<file path="config.mk">
export PLATFORM = sky130hd
export DESIGN_NAME = bus_arbiter
export DESIGN_NICKNAME = d
export VERILOG_FILES = /design/src/rtl/bus_arbiter_pkg.sv /design/src/rtl/bus_arbiter_rr_pick.sv /design/src/rtl/bus_arbiter.sv
export SDC_FILE = /design/constraint.sdc
export NUM_CORES = 1
export LEC_CHECK = 0
export CAP_MARGIN = 25
export CORE_UTILIZATION = 25
export CTS_BUF_LIST = sky130_fd_sc_hd__clkbuf_16
export CTS_CLUSTER_DIAMETER = 200
export DETAILED_ROUTE_END_ITERATION = 7
export SYNTH_ARGS = -nofsm -noshare
export SYNTH_HDL_FRONTEND = slang
export SYNTH_HIERARCHICAL = 1
export SYNTH_SLANG_ARGS = --single-unit
</file>
<file path="constraint.sdc">
create_clock -name clk -period 2.6 [get_ports clk]
set_input_delay 0.39 -clock clk [delete_from_list [all_inputs] [get_ports clk]]
set_output_delay 0.39 -clock clk [all_outputs]
set_load 0.03 [all_outputs]
</file>
<file path="src/rtl/bus_arbiter_pkg.sv">
// -----------------------------------------------------------------------------
// bus_arbiter_pkg
// Shared definitions for the internal data-bus arbiter and the key-compare
// mux chain it drives.
//   arb_state_e        : arbiter state encodings (IDLE / OWN / TURN)
//   BUS_DEF_CODE_BASE  : default key code of requester 0
//   BUS_DEF_IDLE_CODE  : default key that matches no mux in the chain
// -----------------------------------------------------------------------------
package bus_arbiter_pkg;

    typedef enum logic [1:0] {
        ARB_IDLE = 2'd0,
        ARB_OWN  = 2'd1,
        ARB_TURN = 2'd2
    } arb_state_e;

    localparam logic [7:0] BUS_DEF_CODE_BASE = 8'h10;
    localparam logic [7:0] BUS_DEF_IDLE_CODE = 8'h00;

endpackage

</file>
<file path="src/rtl/bus_arbiter_rr_pick.sv">
// -----------------------------------------------------------------------------
// rr_pick
// Combinational round-robin finder. Returns the first set request bit found
// searching ptr, ptr+1, ... with wrap-around.
// Ports:
//   req   in  NUM_REQ  request vector
//   ptr   in  PW       search start index
//   found out 1        any request set
//   index out PW       winning requester index (0 when found=0)
// -----------------------------------------------------------------------------
module rr_pick #(
    parameter int NUM_REQ = 4,
    parameter int PW      = $clog2(NUM_REQ)
) (
    input  logic [NUM_REQ-1:0] req,
    input  logic [PW-1:0]      ptr,
    output logic               found,
    output logic [PW-1:0]      index
);

    logic [NUM_REQ-1:0]   mask;
    logic [2*NUM_REQ-1:0] dbl;

    // Lower half keeps only bits at or above ptr; upper half is the full
    // vector, so the lowest set bit of the doubled word is the wrapped winner.
    always_comb begin
        mask = '0;
        for (int i = 0; i < NUM_REQ; i++) begin
            mask[i] = (PW'(i) >= ptr);
        end
        dbl   = {req, req & mask};
        found = 1'b0;
        index = '0;
        for (int i = 2*NUM_REQ-1; i >= 0; i--) begin
            if (dbl[i]) begin
                found = 1'b1;
                index = (i >= NUM_REQ) ? PW'(i - NUM_REQ) : PW'(i);
            end
        end
    end

endmodule

</file>
<file path="src/rtl/bus_arbiter.sv">
// -----------------------------------------------------------------------------
// bus_arbiter
// Round-robin owner selection for the internal data bus. Produces the select
// key for the key-compare mux chain: CODE_BASE+i while requester i owns the
// bus, IDLE_CODE otherwise. Tenure is bounded to MAX_HOLD cycles whenever
// another requester is waiting. All outputs are registered.
//
// Build option: BUS_ARB_TURNAROUND_EN
//   defined   : every release passes through one dead TURN cycle
//   undefined : release hands off directly to the next winner (no TURN)
//
// Ports:
//   clk    in  1         system clock, rising edge
//   rst_n  in  1         asynchronous active-low reset
//   req    in  NUM_REQ   per-requester level request
//   grant  out NUM_REQ   one-hot grant, zero when unowned
//   key    out KEY_SIZE  mux chain select code
//   busy   out 1         any grant asserted
//   owner  out PW        current / last owner index
//
// state | meaning
// IDLE  | no owner, key = IDLE_CODE
// OWN   | grant[owner]=1, key = CODE_BASE+owner
// TURN  | one dead cycle after a release (turnaround build only)
// -----------------------------------------------------------------------------
module bus_arbiter
    import bus_arbiter_pkg::*;
#(
    parameter int                  NUM_REQ   = 4,
    parameter int                  KEY_SIZE  = 8,
    parameter logic [KEY_SIZE-1:0] CODE_BASE = KEY_SIZE'(BUS_DEF_CODE_BASE),
    parameter logic [KEY_SIZE-1:0] IDLE_CODE = KEY_SIZE'(BUS_DEF_IDLE_CODE),
    parameter int                  MAX_HOLD  = 16
) (
    input  logic                       clk,
    input  logic                       rst_n,
    input  logic [NUM_REQ-1:0]         req,
    output logic [NUM_REQ-1:0]         grant,
    output logic [KEY_SIZE-1:0]        key,
    output logic                       busy,
    output logic [$clog2(NUM_REQ)-1:0] owner
);

    localparam int PW = $clog2(NUM_REQ);
    localparam int HW = $clog2(MAX_HOLD + 1);

    generate
        if (NUM_REQ < 2 || NUM_REQ > 16) begin : g_bad_num_req
            $error("bus_arbiter: NUM_REQ must be 2..16");
        end
        if (MAX_HOLD < 1) begin : g_bad_max_hold
            $error("bus_arbiter: MAX_HOLD must be >= 1");
        end
        if (longint'(CODE_BASE) + longint'(NUM_REQ) - 1 > (longint'(1) << KEY_SIZE) - 1) begin : g_code_ovf
            $error("bus_arbiter: CODE_BASE+NUM_REQ-1 overflows KEY_SIZE");
        end
        if (longint'(IDLE_CODE) >= longint'(CODE_BASE) &&
            longint'(IDLE_CODE) <= longint'(CODE_BASE) + longint'(NUM_REQ) - 1) begin : g_idle_clash
            $error("bus_arbiter: IDLE_CODE collides with a requester code");
        end
    endgenerate

    arb_state_e          state_q, state_d;
    logic [NUM_REQ-1:0]  grant_q, grant_d;
    logic [KEY_SIZE-1:0] key_q,   key_d;
    logic                busy_q,  busy_d;
    logic [PW-1:0]       owner_q, owner_d;
    logic [PW-1:0]       ptr_q,   ptr_d;
    logic [HW-1:0]       hold_q,  hold_d;

    logic [PW-1:0] owner_nxt;
    logic [PW-1:0] pick_ptr;
    logic [PW-1:0] pick_idx;
    logic          pick_found;
    logic          others_pending;
    logic          at_limit;

    assign owner_nxt      = (owner_q == PW'(NUM_REQ - 1)) ? '0 : owner_q + PW'(1);
    assign others_pending = |(req & ~grant_q);
    assign at_limit       = (hold_q == HW'(MAX_HOLD - 1));

    // While owning, a release searches from the slot after the owner, which is
    // exactly the pointer value being written on that same edge.
    assign pick_ptr = (state_q == ARB_OWN) ? owner_nxt : ptr_q;

    rr_pick #(
        .NUM_REQ (NUM_REQ),
        .PW      (PW)
    ) u_rr_pick (
        .req   (req),
        .ptr   (pick_ptr),
        .found (pick_found),
        .index (pick_idx)
    );

    always_comb begin
        state_d = state_q;
        grant_d = grant_q;
        key_d   = key_q;
        busy_d  = busy_q;
        owner_d = owner_q;
        ptr_d   = ptr_q;
        hold_d  = hold_q;

        case (state_q)
            ARB_IDLE: begin
                if (pick_found) begin
                    state_d           = ARB_OWN;
                    grant_d           = '0;
                    grant_d[pick_idx] = 1'b1;
                    key_d             = CODE_BASE + KEY_SIZE'(pick_idx);
                    owner_d           = pick_idx;
                    busy_d            = 1'b1;
                    hold_d            = '0;
                end
            end

            ARB_OWN: begin
                if (!req[owner_q] || (at_limit && others_pending)) begin
                    ptr_d   = owner_nxt;
                    grant_d = '0;
                    key_d   = IDLE_CODE;
                    busy_d  = 1'b0;
                    hold_d  = '0;
`ifdef BUS_ARB_TURNAROUND_EN
                    state_d = ARB_TURN;
`else
                    if (pick_found) begin
                        grant_d[pick_idx] = 1'b1;
                        key_d             = CODE_BASE + KEY_SIZE'(pick_idx);
                        owner_d           = pick_idx;
                        busy_d            = 1'b1;
                    end else begin
                        state_d = ARB_IDLE;
                    end
`endif
                end else if (!at_limit) begin
                    hold_d = hold_q + HW'(1);
                end
            end

`ifdef BUS_ARB_TURNAROUND_EN
            ARB_TURN: begin
                if (pick_found) begin
                    state_d           = ARB_OWN;
                    grant_d           = '0;
                    grant_d[pick_idx] = 1'b1;
                    key_d             = CODE_BASE + KEY_SIZE'(pick_idx);
                    owner_d           = pick_idx;
                    busy_d            = 1'b1;
                    hold_d            = '0;
                end else begin
                    state_d = ARB_IDLE;
                end
            end
`endif

            default: begin
                state_d = ARB_IDLE;
                grant_d = '0;
                key_d   = IDLE_CODE;
                busy_d  = 1'b0;
                hold_d  = '0;
            end
        endcase
    end

    always_ff @(posedge clk or negedge rst_n) begin
        if (!rst_n) begin
            state_q <= ARB_IDLE;
            grant_q <= '0;
            key_q   <= IDLE_CODE;
            busy_q  <= 1'b0;
            owner_q <= '0;
            ptr_q   <= '0;
            hold_q  <= '0;
        end else begin
            state_q <= state_d;
            grant_q <= grant_d;
            key_q   <= key_d;
            busy_q  <= busy_d;
            owner_q <= owner_d;
            ptr_q   <= ptr_d;
            hold_q  <= hold_d;
        end
    end

    assign grant = grant_q;
    assign key   = key_q;
    assign busy  = busy_q;
    assign owner = owner_q;

endmodule

</file>
==> results of run 1 <==
-- power groups by stage --
stage	Sequential (mW)	Combinational [mW]	Clock (mW)
finish	0.455	0.898	0.310
global route	0.473	0.965	0.331
CTS	0.457	0.902	0.322
detailed placement	0.461	0.895	0
global placement	0.457	0.876	0
floorplan	0.565	0.538	0
-- kinds of logic after synthesis --
kind of cell / after synthesis / share of synthesized area [%]
AOI/OAI and AO/OA: 32 / 22.7
xor gates and xnor gates: 2 / 1.56
adders and majority gates: 3 / 3.34
buffers and inverters: 17 / 9.14
DFF: 17 / 37.9
muxes: 10 / 10.7
other: 1 / 0.334
and+or+nand+nor: 30 / 14.3
-- sequential cells by signal, summed over array words and instances, names as in the netlist --
| signal | flops |
|---|---|
| busy | 1 |
| ptr_q | 2 |
| state_q | 1 |
| grant | 4 |
| key | 2 |
| hold_q | 5 |
| owner | 2 |
-- how the worst max path moves through the flow --
stage | from | end | slack, ps | cells past startpoint
4_1_cts | owner[1]$_DFFE_PN0P_ | grant[1]$_DFFE_PN0P_ | 220 | 10
3_5_place_dp | req[1] | grant[1]$_DFFE_PN0P_ | 210 | 6
3_3_place_gp | req[2] | key[0]$_DFFE_PN0P_ | 210 | 5
6_report | owner[1]$_DFFE_PN0P_ | grant[1]$_DFFE_PN0P_ | 200 | 10
2_1_floorplan | owner[0]$_DFFE_PN0P_ | grant[1]$_DFFE_PN0P_ | 100 | 10
5_1_grt | owner[1]$_DFFE_PN0P_ | grant[1]$_DFFE_PN0P_ | 30 | 10
-- worst max-delay path: stages, from the launching register on --
cell	delay (ps)
sky130_fd_sc_hd__dfrtp_1	410
sky130_fd_sc_hd__ha_1	300
sky130_fd_sc_hd__mux2_2	320
sky130_fd_sc_hd__mux2i_1	160
sky130_fd_sc_hd__nor2_1	50
sky130_fd_sc_hd__a311oi_1	250
sky130_fd_sc_hd__buf_4	200
sky130_fd_sc_hd__inv_1	60
sky130_fd_sc_hd__or3_1	320
sky130_fd_sc_hd__a21oi_1	150
sky130_fd_sc_hd__a211o_2	120
-- per-layer routing --
layer	GRT usage, %	vias to the layer above
met5	0	-
met2	18.0	27
li1	-	440
met4	7.71	0
met1	13.1	460
met3	1.46	6
-- area by class of cell --
class	instances	share of cell area, %
multi-input cells	82	43.6
well taps	52	4.66
inverters	6	1.61
repair buffers	21	14.0
clock buffers	3	5.37
flip-flops and latches	17	30.4
clock inverters	1	0.358
-- cells in the final DEF (no fill, tap or decap), drive strengths merged, types with 4 or more instances in the layout --
cell type      instances
a221o                  4
nand2                  6
a32o                   4
nor2                   8
dfrtp                 17
clkdlybuf4s50         15
mux2                   6
inv                    6
buf                    6
a21oi                 13
nor2b                  4
conb                   5
==> reports/metrics.csv, run 1 <==
metric,value,unit
worst_clock_skew,1.96,ps
yosys_synthesis_warning_count,6,
highest-signal-layer,met4,
ys.flop_type,sky130_fd_sc_hd__dfrtp_1,
multiInputGateArea,609,um^2
finalHoldViolCount,0,
post-route-period-util,92.3,%
drt_pass1_iterations,4,
synth_top_cells_by_area,"sky130_fd_sc_hd__dfrtp_1, sky130_fd_sc_hd__mux2_2, sky130_fd_sc_hd__a21oi_1",
detailedPlacementHpwl,1840,um
wl_met3,80,um
fmax,0.417,GHz
whs_endpoint,ptr_q[0]$_DFFE_PN0P_,
first_pass_grt_wire_length,4070,um
dr_wl_met2,1190,um
htree_levels,1,
worst_hold_slack,504,ps
finalWeightedCongestion,0.860,
n_fill_cell,450,
worst_setup_path_end_kind,flip-flop,
synth_area_leader_cell,sky130_fd_sc_hd__dfrtp_1,
worst_r2r_startpoint,owner[1]$_DFFE_PN0P_,
coreArea,4320,um^2
synth-edff-count,0,
vias_in_the_first_global_route,863,
ios,21,
cts_inserted_buffers,3,
drt_iter0_drc,42,
drt-met1-wl,1130,um
pwr-share-clk,18.6,%
holdCritPathClass,flip-flop to flip-flop,
gr_usage_total,10.9,%
report.final.slew_viol_count,0,
vdd_ir_drop_max,0.575,mV
start_kind,flip-flop,
yosysSeqAreaShare,37.9,%
place_worst_setup_slack,211,ps
pwr_density_cell,1190,nW/um^2
postCtsSetupBuffers,0,
timing.critical_path.fanout_max,8,
power.share.switching,39.9,%
final-instance-count-excl-fill,182,
synthTopCellsByCount,"sky130_fd_sc_hd__dfrtp_1, sky130_fd_sc_hd__a21oi_1, sky130_fd_sc_hd__nor2_1",
nets,140,
timing.reg2reg.setup_slack,200,ps
dp_cells,178,
number_of_instances_on_the_worst_hold_path,1,
synth.most_common_cell,sky130_fd_sc_hd__dfrtp_1,
report.final.setup_viol,0,
final_area,1400,um^2
fin_util,32.3,%
cell_variety_after_synth,38,
starting_utilization_of_the_core_area,26.0,%
route.detailed.drc,0,
outcome,completed,
ys_async_sr_fraction,100,%
postCtsResizedCells,0,
cp_data_required_time,2790,ps
rsz0062_at_grt,false,
clock_sink_count,17,
ant_nets,0,
min_from,ptr_q[0]$_DFFE_PN0P_,
cts.hold.buffers_added,0,
std_cell_rows,24,
wl_per_cell,13.6,um
clkLatencyLatePin,250,ps
power.share.sequential,27.4,%
clock_tree.root_cell,sky130_fd_sc_hd__clkbuf_16,
clkSlewWorstSetupHoldPaths,50,ps
regToRegEndpoint,grant[1]$_DFFE_PN0P_,
p_int,1.00,mW
timing.reg2reg.worst_path_depth,10,
num_vias,933,
report.power.total,1.66,mW
ctsLongestPathBuffers,2,
die-area,4760,um^2
totalWireLength,2470,um
max_slew.worst_pin.slew,756,ps
leakage,0.605,nW
cp.arrival,2590,ps
p_comb_share,54.0,%
timing.setup.tns,0,ps
fin_crit,2400,ps
final_layout_size_suffix_gt1_share,20.8,%
chipHeight,69,um
vias_per_cell,5.13,
grt-ovfl-total,0,
area.sequential,425,um^2
worstSetupPathType,flip-flop to flip-flop,
postSynthCellCount,112,
largest_net_degree_at_the_start_of_global_routing,18,
diodes,0,
yosysTopAreaCellShare,37.9,%
pnr_worst_setup_slack,200,ps
max-cap-violations,0,
postSynthAreaPerCell,10.0,um^2
tritoncts,done,
synth_area,1120,um^2
synth.ff_latch_count,17,
floorplan.die.width,69,um
antenna_violations_before_repair,0,
synthToLayoutAreaGrowth,24.5,%
max_slew_margin,49.4,%
postPlaceCellArea,1320,um^2
total_switching_power,663,uW
placement.io_buffers,15,
Note: power is estimated with default switching activity, not from simulation.
==> run 2, diff against run 1 <==
--- a/constraint.sdc
+++ b/constraint.sdc
@@ -3,2 +3,2 @@
 set_output_delay 0.39 -clock clk [all_outputs]
-set_load 0.03 [all_outputs]
+set_load 0.005 [all_outputs]
==> results of run 2 <==
Same layout as run 1 (identical final DEF). Status: completed.
Main changes from that run: total power 1.66 mW -> 1.52 mW; worst IR drop on VDD 0.575 mV -> 0.390 mV
